$ cat config.mk
export PLATFORM = sky130hd
export DESIGN_NAME = wavelet_mac_scheduler
export DESIGN_NICKNAME = d
export VERILOG_FILES = /design/src/rtl/wavelet_mac_scheduler.sv
export SDC_FILE = /design/constraint.sdc
export NUM_CORES = 1
export LEC_CHECK = 0
export CAP_MARGIN = 0
export CORE_MARGIN = 5
export CORE_UTILIZATION = 57
export CTS_CLUSTER_SIZE = 10
export DETAILED_ROUTE_END_ITERATION = 10
export PLACE_DENSITY = 0.83
export SETUP_SLACK_MARGIN = 0.2
export SLEW_MARGIN = 20
export SYNTH_ARGS = -nofsm -noshare
export SYNTH_HDL_FRONTEND = slang
export SYNTH_SLANG_ARGS = --single-unit
$ cat constraint.sdc
create_clock -name clk -period 5.8 [get_ports clk]
set_clock_uncertainty 0.15 [all_clocks]
set_input_delay 0.58 -clock clk [delete_from_list [all_inputs] [get_ports clk]]
set_output_delay 0.58 -clock clk [all_outputs]
set_load 0.01 [all_outputs]
$ cat src/rtl/wavelet_mac_scheduler.sv
// wavelet_mac_scheduler
// Sequences one shared multiply-accumulate unit through every tap of every
// Ricker-wavelet FIR channel for each incoming sample. The pad-level sample
// strobe is synchronised and edge-detected. Samples that arrive while a frame
// is still in flight are dropped and counted. Every output is a flop, decoded
// from the next-state and next-counter values so that each output lines up
// with the state it describes.
module wavelet_mac_scheduler #(
  parameter int NUM_FILTERS  = 8,
  parameter int TAP_IDX_BITS = 8,
  parameter logic [NUM_FILTERS*TAP_IDX_BITS-1:0] FILTER_LENS = 64'h8D51_2F1B_0F09_0503
) (
  input  logic                    clk,
  input  logic                    rst,
  input  logic                    i_data_clk,
  input  logic                    i_enable,
  output logic                    o_shift,
  output logic [2:0]              o_filter_sel,
  output logic [TAP_IDX_BITS-1:0] o_tap_idx,
  output logic                    o_mac_clear,
  output logic                    o_mac_en,
  output logic                    o_mac_store,
  output logic                    o_busy,
  output logic                    o_frame_done,
  output logic [7:0]              o_overrun_count
);

  typedef enum logic [2:0] {
    S_IDLE  = 3'd0,
    S_SHIFT = 3'd1,
    S_CLEAR = 3'd2,
    S_RUN   = 3'd3,
    S_STORE = 3'd4,
    S_DONE  = 3'd5
  } state_t;

  localparam logic [2:0]              LAST_F   = 3'(NUM_FILTERS - 1);
  localparam logic [2:0]              F_ONE    = 3'd1;
  localparam logic [2:0]              F_ZERO   = 3'd0;
  localparam logic [TAP_IDX_BITS-1:0] TAP_ONE  = TAP_IDX_BITS'(1);
  localparam logic [TAP_IDX_BITS-1:0] TAP_ZERO = TAP_IDX_BITS'(0);
  localparam logic [7:0]              OVR_MAX  = 8'hFF;
  localparam logic [7:0]              OVR_ONE  = 8'h01;

  // Synchroniser chain and the registered edge detect.
  logic sync1_r, sync2_r, sync3_r;
  logic rise_r;

  // Sequencer state and counters.
  state_t                  state_r, state_nxt_s;
  logic [2:0]              f_r, f_nxt_s;
  logic [TAP_IDX_BITS-1:0] t_r, t_nxt_s;

  // Values the outputs take in the next cycle.
  logic [2:0]              sel_nxt_s;
  logic [TAP_IDX_BITS-1:0] tap_nxt_s;

  // Per-filter tap counts, unpacked from the packed parameter.
  logic [TAP_IDX_BITS-1:0] len_tab_s [NUM_FILTERS];
  logic [TAP_IDX_BITS-1:0] cur_len_s;

  genvar g;
  generate
    for (g = 0; g < NUM_FILTERS; g++) begin : g_len
      assign len_tab_s[g] = FILTER_LENS[g*TAP_IDX_BITS +: TAP_IDX_BITS];
    end
  endgenerate

  assign cur_len_s = len_tab_s[f_r];

  // Three-flop synchroniser on the pad strobe; the edge detect is registered so the FSM sees a clean pulse.
  always_ff @(posedge clk) begin
    if (rst) begin
      sync1_r <= 1'b0;
      sync2_r <= 1'b0;
      sync3_r <= 1'b0;
      rise_r  <= 1'b0;
    end else begin
      sync1_r <= i_data_clk;
      sync2_r <= sync1_r;
      sync3_r <= sync2_r;
      rise_r  <= sync2_r & ~sync3_r;
    end
  end

  // State and counter registers.
  always_ff @(posedge clk) begin
    if (rst) begin
      state_r <= S_IDLE;
      f_r     <= F_ZERO;
      t_r     <= TAP_ZERO;
    end else begin
      state_r <= state_nxt_s;
      f_r     <= f_nxt_s;
      t_r     <= t_nxt_s;
    end
  end

  // Next-state and next-counter logic: walk every tap of every filter once per accepted sample.
  always_comb begin
    state_nxt_s = state_r;
    f_nxt_s     = f_r;
    t_nxt_s     = t_r;
    case (state_r)
      S_IDLE: begin
        if (rise_r && i_enable) begin
          state_nxt_s = S_SHIFT;
          f_nxt_s     = F_ZERO;
          t_nxt_s     = TAP_ZERO;
        end else begin
          state_nxt_s = S_IDLE;
        end
      end
      S_SHIFT: begin
        state_nxt_s = S_CLEAR;
        t_nxt_s     = TAP_ZERO;
      end
      S_CLEAR: begin
        t_nxt_s = TAP_ZERO;
        if (cur_len_s != TAP_ZERO) begin
          state_nxt_s = S_RUN;
        end else begin
          state_nxt_s = S_STORE;
        end
      end
      S_RUN: begin
        if (t_r == cur_len_s - TAP_ONE) begin
          state_nxt_s = S_STORE;
          t_nxt_s     = TAP_ZERO;
        end else begin
          t_nxt_s     = t_r + TAP_ONE;
        end
      end
      S_STORE: begin
        if (f_r == LAST_F) begin
          state_nxt_s = S_DONE;
          f_nxt_s     = F_ZERO;
        end else begin
          state_nxt_s = S_CLEAR;
          f_nxt_s     = f_r + F_ONE;
        end
      end
      S_DONE: begin
        state_nxt_s = S_IDLE;
        f_nxt_s     = F_ZERO;
        t_nxt_s     = TAP_ZERO;
      end
      default: begin
        state_nxt_s = S_IDLE;
        f_nxt_s     = F_ZERO;
        t_nxt_s     = TAP_ZERO;
      end
    endcase
  end

  // Filter select and tap index carry meaning only while the MAC serves a filter; they read 0 otherwise.
  always_comb begin
    sel_nxt_s = F_ZERO;
    tap_nxt_s = TAP_ZERO;
    case (state_nxt_s)
      S_CLEAR: begin
        sel_nxt_s = f_nxt_s;
        tap_nxt_s = TAP_ZERO;
      end
      S_RUN: begin
        sel_nxt_s = f_nxt_s;
        tap_nxt_s = t_nxt_s;
      end
      S_STORE: begin
        sel_nxt_s = f_nxt_s;
        tap_nxt_s = TAP_ZERO;
      end
      default: begin
        sel_nxt_s = F_ZERO;
        tap_nxt_s = TAP_ZERO;
      end
    endcase
  end

  // Registered strobes and indices; decoding one next-state value keeps the strobes mutually exclusive.
  always_ff @(posedge clk) begin
    if (rst) begin
      o_shift      <= 1'b0;
      o_mac_clear  <= 1'b0;
      o_mac_en     <= 1'b0;
      o_mac_store  <= 1'b0;
      o_frame_done <= 1'b0;
      o_busy       <= 1'b0;
      o_filter_sel <= F_ZERO;
      o_tap_idx    <= TAP_ZERO;
    end else begin
      o_shift      <= (state_nxt_s == S_SHIFT);
      o_mac_clear  <= (state_nxt_s == S_CLEAR);
      o_mac_en     <= (state_nxt_s == S_RUN);
      o_mac_store  <= (state_nxt_s == S_STORE);
      o_frame_done <= (state_nxt_s == S_DONE);
      o_busy       <= (state_nxt_s != S_IDLE);
      o_filter_sel <= sel_nxt_s;
      o_tap_idx    <= tap_nxt_s;
    end
  end

  // Count samples that arrive while a frame is in flight (DONE included); saturate instead of wrapping.
  always_ff @(posedge clk) begin
    if (rst) begin
      o_overrun_count <= 8'h00;
    end else if (rise_r && (state_r != S_IDLE) && (o_overrun_count != OVR_MAX)) begin
      o_overrun_count <= o_overrun_count + OVR_ONE;
    end else begin
      o_overrun_count <= o_overrun_count;
    end
  end

endmodule

==> flow_metrics.py <==
metrics = {
    "min_path": {
        "whs_path_depth": 1,
        "hold_class": "register to register",
    },
    "final_layout": {
        "area_growth_pct": 17.7,
        "antenna_cells": 0,
        "drive_gt1_share_pct": 7.26,
        "fin_nets": 259,
        "final_core_util_pct": 70.3,
    },
    "critical_path": {
        "cp_top_family": "compound AO/OA/AOI/OAI gates",
        "path_class": "register to register",
        "cp-start-kind": "register",
        "crit_slowest_cell": "o311ai_4",
        "cp_max_fo": 12,
        "max_stage_delay_ns": 0.50,
        "cp_num_cells": 7,
        "ff2ff_path_depth": 7,
        "cp_num_buf_inv": 0,
        "r2r_setup_slack_ns": 3.07,
        "endpoint_kind": "register",
        "crit_chain": "ha_1, ha_1, xor2_1, a2111oi_4, nand4_2, o311ai_4, a21oi_1",
        "cp.required_ns": 5.87,
        "crit_top_cell": "ha_1",
        "worst_ep_arrival_time_ns": 2.80,
    },
    "logic_synthesis": {
        "synth_top_family_by_area": "simple AND/OR/NAND/NOR gates",
        "synth_fp_nets": 234,
        "synth_top_cells_by_area": "dfxtp_1 (43%), a21oi_1 (4.7%), ha_1 (4.4%)",
        "synth.top_cell.area_share_pct": 42.8,
        "yosys.area_share.simple_pct": 22.2,
        "synth_ff_type": "dfxtp_1",
        "synth_edf_count": 0,
        "synth-compound-area-share_pct": 21.4,
        "synthXorXnorAreaFrac_pct": 3.92,
        "synth_area_leader_cell": "dfxtp_1",
        "synthCells": 223,
        "ys_seq_area_share_pct": 42.8,
        "async_flop_share_pct": 0,
        "ys_seq_elements": 43,
        "synth_area_per_cell_um2": 9.01,
        "muxShareOfSynthArea_pct": 0.996,
        "synth.most_common_cell": "dfxtp_1",
        "yosys-top-cells-count": "dfxtp_1 (43), nand2_1 (21), nor2_1 (21), a21oi_1 (19), nor2b_1 (10)",
        "synth_fa_ha_area_share_pct": 4.36,
        "yosys_warnings": 0,
        "synth_area_um2": 2010,
        "synth_cell_types": 47,
    },
    "global_route": {
        "grt_max_degree": 27,
        "gr-usage-met3_pct": 3.62,
        "use_met1_pct": 22.5,
        "grt_most_used_layer": "met2",
        "grt_use_met2_pct": 28.3,
        "grt_pass1_wl_mm": 6.99,
        "grt_overflow_total": 0,
        "track_usage_pct": 17.4,
        "antenna_found_initial": 0,
        "grt_pass1_vias": 1611,
    },
    "clock_network": {
        "clock_sinks": 43,
        "cts.path.max_buffers": 2,
        "cts_setup_buffers": 0,
        "htree_levels": 2,
        "ctsResizeCount": 0,
        "ctsHoldBuffers": 0,
        "path_clk_slew_ns": 0.12,
        "root_buffer": "clkbuf_4",
        "clk_latency_ns": 0.34,
        "cts_tree": "built",
        "cts_made_buffers": 5,
    },
    "floorplanning": {
        "start_util_pct": 59.7,
        "die_w_um": 69.4,
        "io_pins": 29,
        "rows": 21,
        "design.die.area_um2": 4810,
        "die_h_um": 69.4,
        "core_um2": 3360,
    },
    "sta": {
        "worstMarginPinSlew_ns": 0.894,
        "rsz0062_at_grt": "no",
        "period_needed_ns": 2.73,
        "finalHoldViolCount": 0,
        "max_freq_ghz": 0.366,
        "finalMaxSlewViolations": 0,
        "finalCritPeriodShare_pct": 47.1,
        "fin_setup_tns_ns": 0,
        "holdWs_ns": 0.244,
        "finalSetupViolations": 0,
        "maxSlewHeadroom_pct": 40.2,
    },
    "job": {
        "drv_cap": 0,
    },
    "routing": {
        "viasPerCell": 5.72,
        "wl_mm": 4.07,
        "wl_per_cell_um": 13.9,
        "vias": 1682,
        "ant_nets": 0,
        "drc_errors": 0,
        "drtIter0Drc": 168,
        "first_pass_iters": 5,
    },
    "placement": {
        "port_buffers": 28,
        "dp_hpwl_mm": 2.89,
        "gp_congestion": 0.962,
    },
    "power_and_ir_drop": {
        "powerDensity_nw_per_um2": 220,
        "sequentialPowerShare_pct": 58.5,
        "ir_drop_mv": 0.175,
        "p_sw_w": 0.000119,
        "p_sw_share_pct": 22.9,
        "leakage_nw": 0.809,
        "clockPowerShare_pct": 34.7,
        "p_int_w": 0.000402,
        "combPwrFrac_pct": 6.8,
    },
    "status": {
        "status": "finished, final reports clean",
    },
}
logic make-up after synthesis:
family	after synthesis
AND/OR/NAND/NOR	89
AO/OA/AOI/OAI	54
flip-flops	43
buffers and inverters	19
XOR/XNOR	9
adder cells (fa/ha/maj)	7
multiplexers	2
flip-flops by register name, indices dropped and copies added, names as in the netlist:
name and flops:
o_overrun_count 8, o_tap_idx 8, t_r 8, f_r 3, o_filter_sel 3, state_r 3, o_busy 1, o_frame_done 1
o_mac_clear 1, o_mac_en 1, o_mac_store 1, o_shift 1, rise_r 1, sync1_r 1, sync2_r 1, sync3_r 1
through the flow:
step / setup WS [ns] / cells / cell area [um^2] / power (W)
after detailed placement: 3.10 / 287 / 2290 / 0.000346
after global placement: 3.13 / 287 / 2290 / 0.000346
after CTS: 3.07 / 294 / 2360 / 0.000523
final: 3.07 / 294 / 2360 / 0.000521
after floorplan: 3.54 / 223 / 2010 / 0.000335
after global routing: 2.90 / 294 / 2360 / 0.000540
placed cells by master, fill, tap and decap left out, types with 5 or more instances in the layout:
master / Yosys / layout
clkbuf_4: 0 / 5
inv_1: 9 / 9
nand3_1: 9 / 9
nor3_1: 9 / 9
o21ai_0: 6 / 6
clkdlybuf4s50_1: 0 / 28
dfxtp_1: 43 / 43
nor2_1: 21 / 21
ha_1: 7 / 7
xnor2_1: 6 / 6
a21oi_1: 19 / 19
nor2b_1: 10 / 10
nand2_1: 21 / 21
layout make-up:
| type | instances | area [um^2] |
|---|---|---|
| Clock inverter | 1 | 30.0 |
| Sequential cell | 43 | 861 |
| Clock buffer | 6 | 41.3 |
| Tap cell | 46 | 57.6 |
| Fill cell | 284 | 998 |
| Inverter | 9 | 33.8 |
| Multi-Input combinational cell | 161 | 1060 |
| Timing Repair Buffer | 28 | 280 |
power groups by stage:
stage | registers [W] | logic (W) | clock network, W
2_1_floorplan | 0.000310 | 0.0000255 | 0
3_3_place_gp | 0.000311 | 0.0000345 | 0
3_5_place_dp | 0.000311 | 0.0000351 | 0
4_1_cts | 0.000305 | 0.0000352 | 0.000183
5_1_grt | 0.000306 | 0.0000384 | 0.000196
6_report | 0.000305 | 0.0000354 | 0.000181
final timing paths:
path                            from                      end
setup / recovery   f_r[0]$_SDFF_PP0_  o_tap_idx[1]$_SDFF_PP0_
setup reg to reg   f_r[0]$_SDFF_PP0_  o_tap_idx[1]$_SDFF_PP0_
hold reg to reg   sync3_r$_SDFF_PP0_        rise_r$_SDFF_PP0_
hold / removal    sync3_r$_SDFF_PP0_        rise_r$_SDFF_PP0_
worst register-to-register path, delay by kind of cell, from the launching register on:
kind	cells	cell delay, ns
AO/OA/AOI/OAI	3	0.94
XOR/XNOR	1	0.14
adder cells (fa/ha/maj)	2	0.49
flip-flops	1	0.48
AND/OR/NAND/NOR	1	0.40
routing by layer:
metal | share of wire [%] | vias up | wire length [um]
met5 | 0 | - | 0
met4 | 1.1 | 0 | 44
met3 | 5.4 | 5 | 218
met2 | 48 | 52 | 1940
met1 | 46 | 782 | 1870
li1 | - | 843 | -
Note: power is estimated with default switching activity, not from simulation.
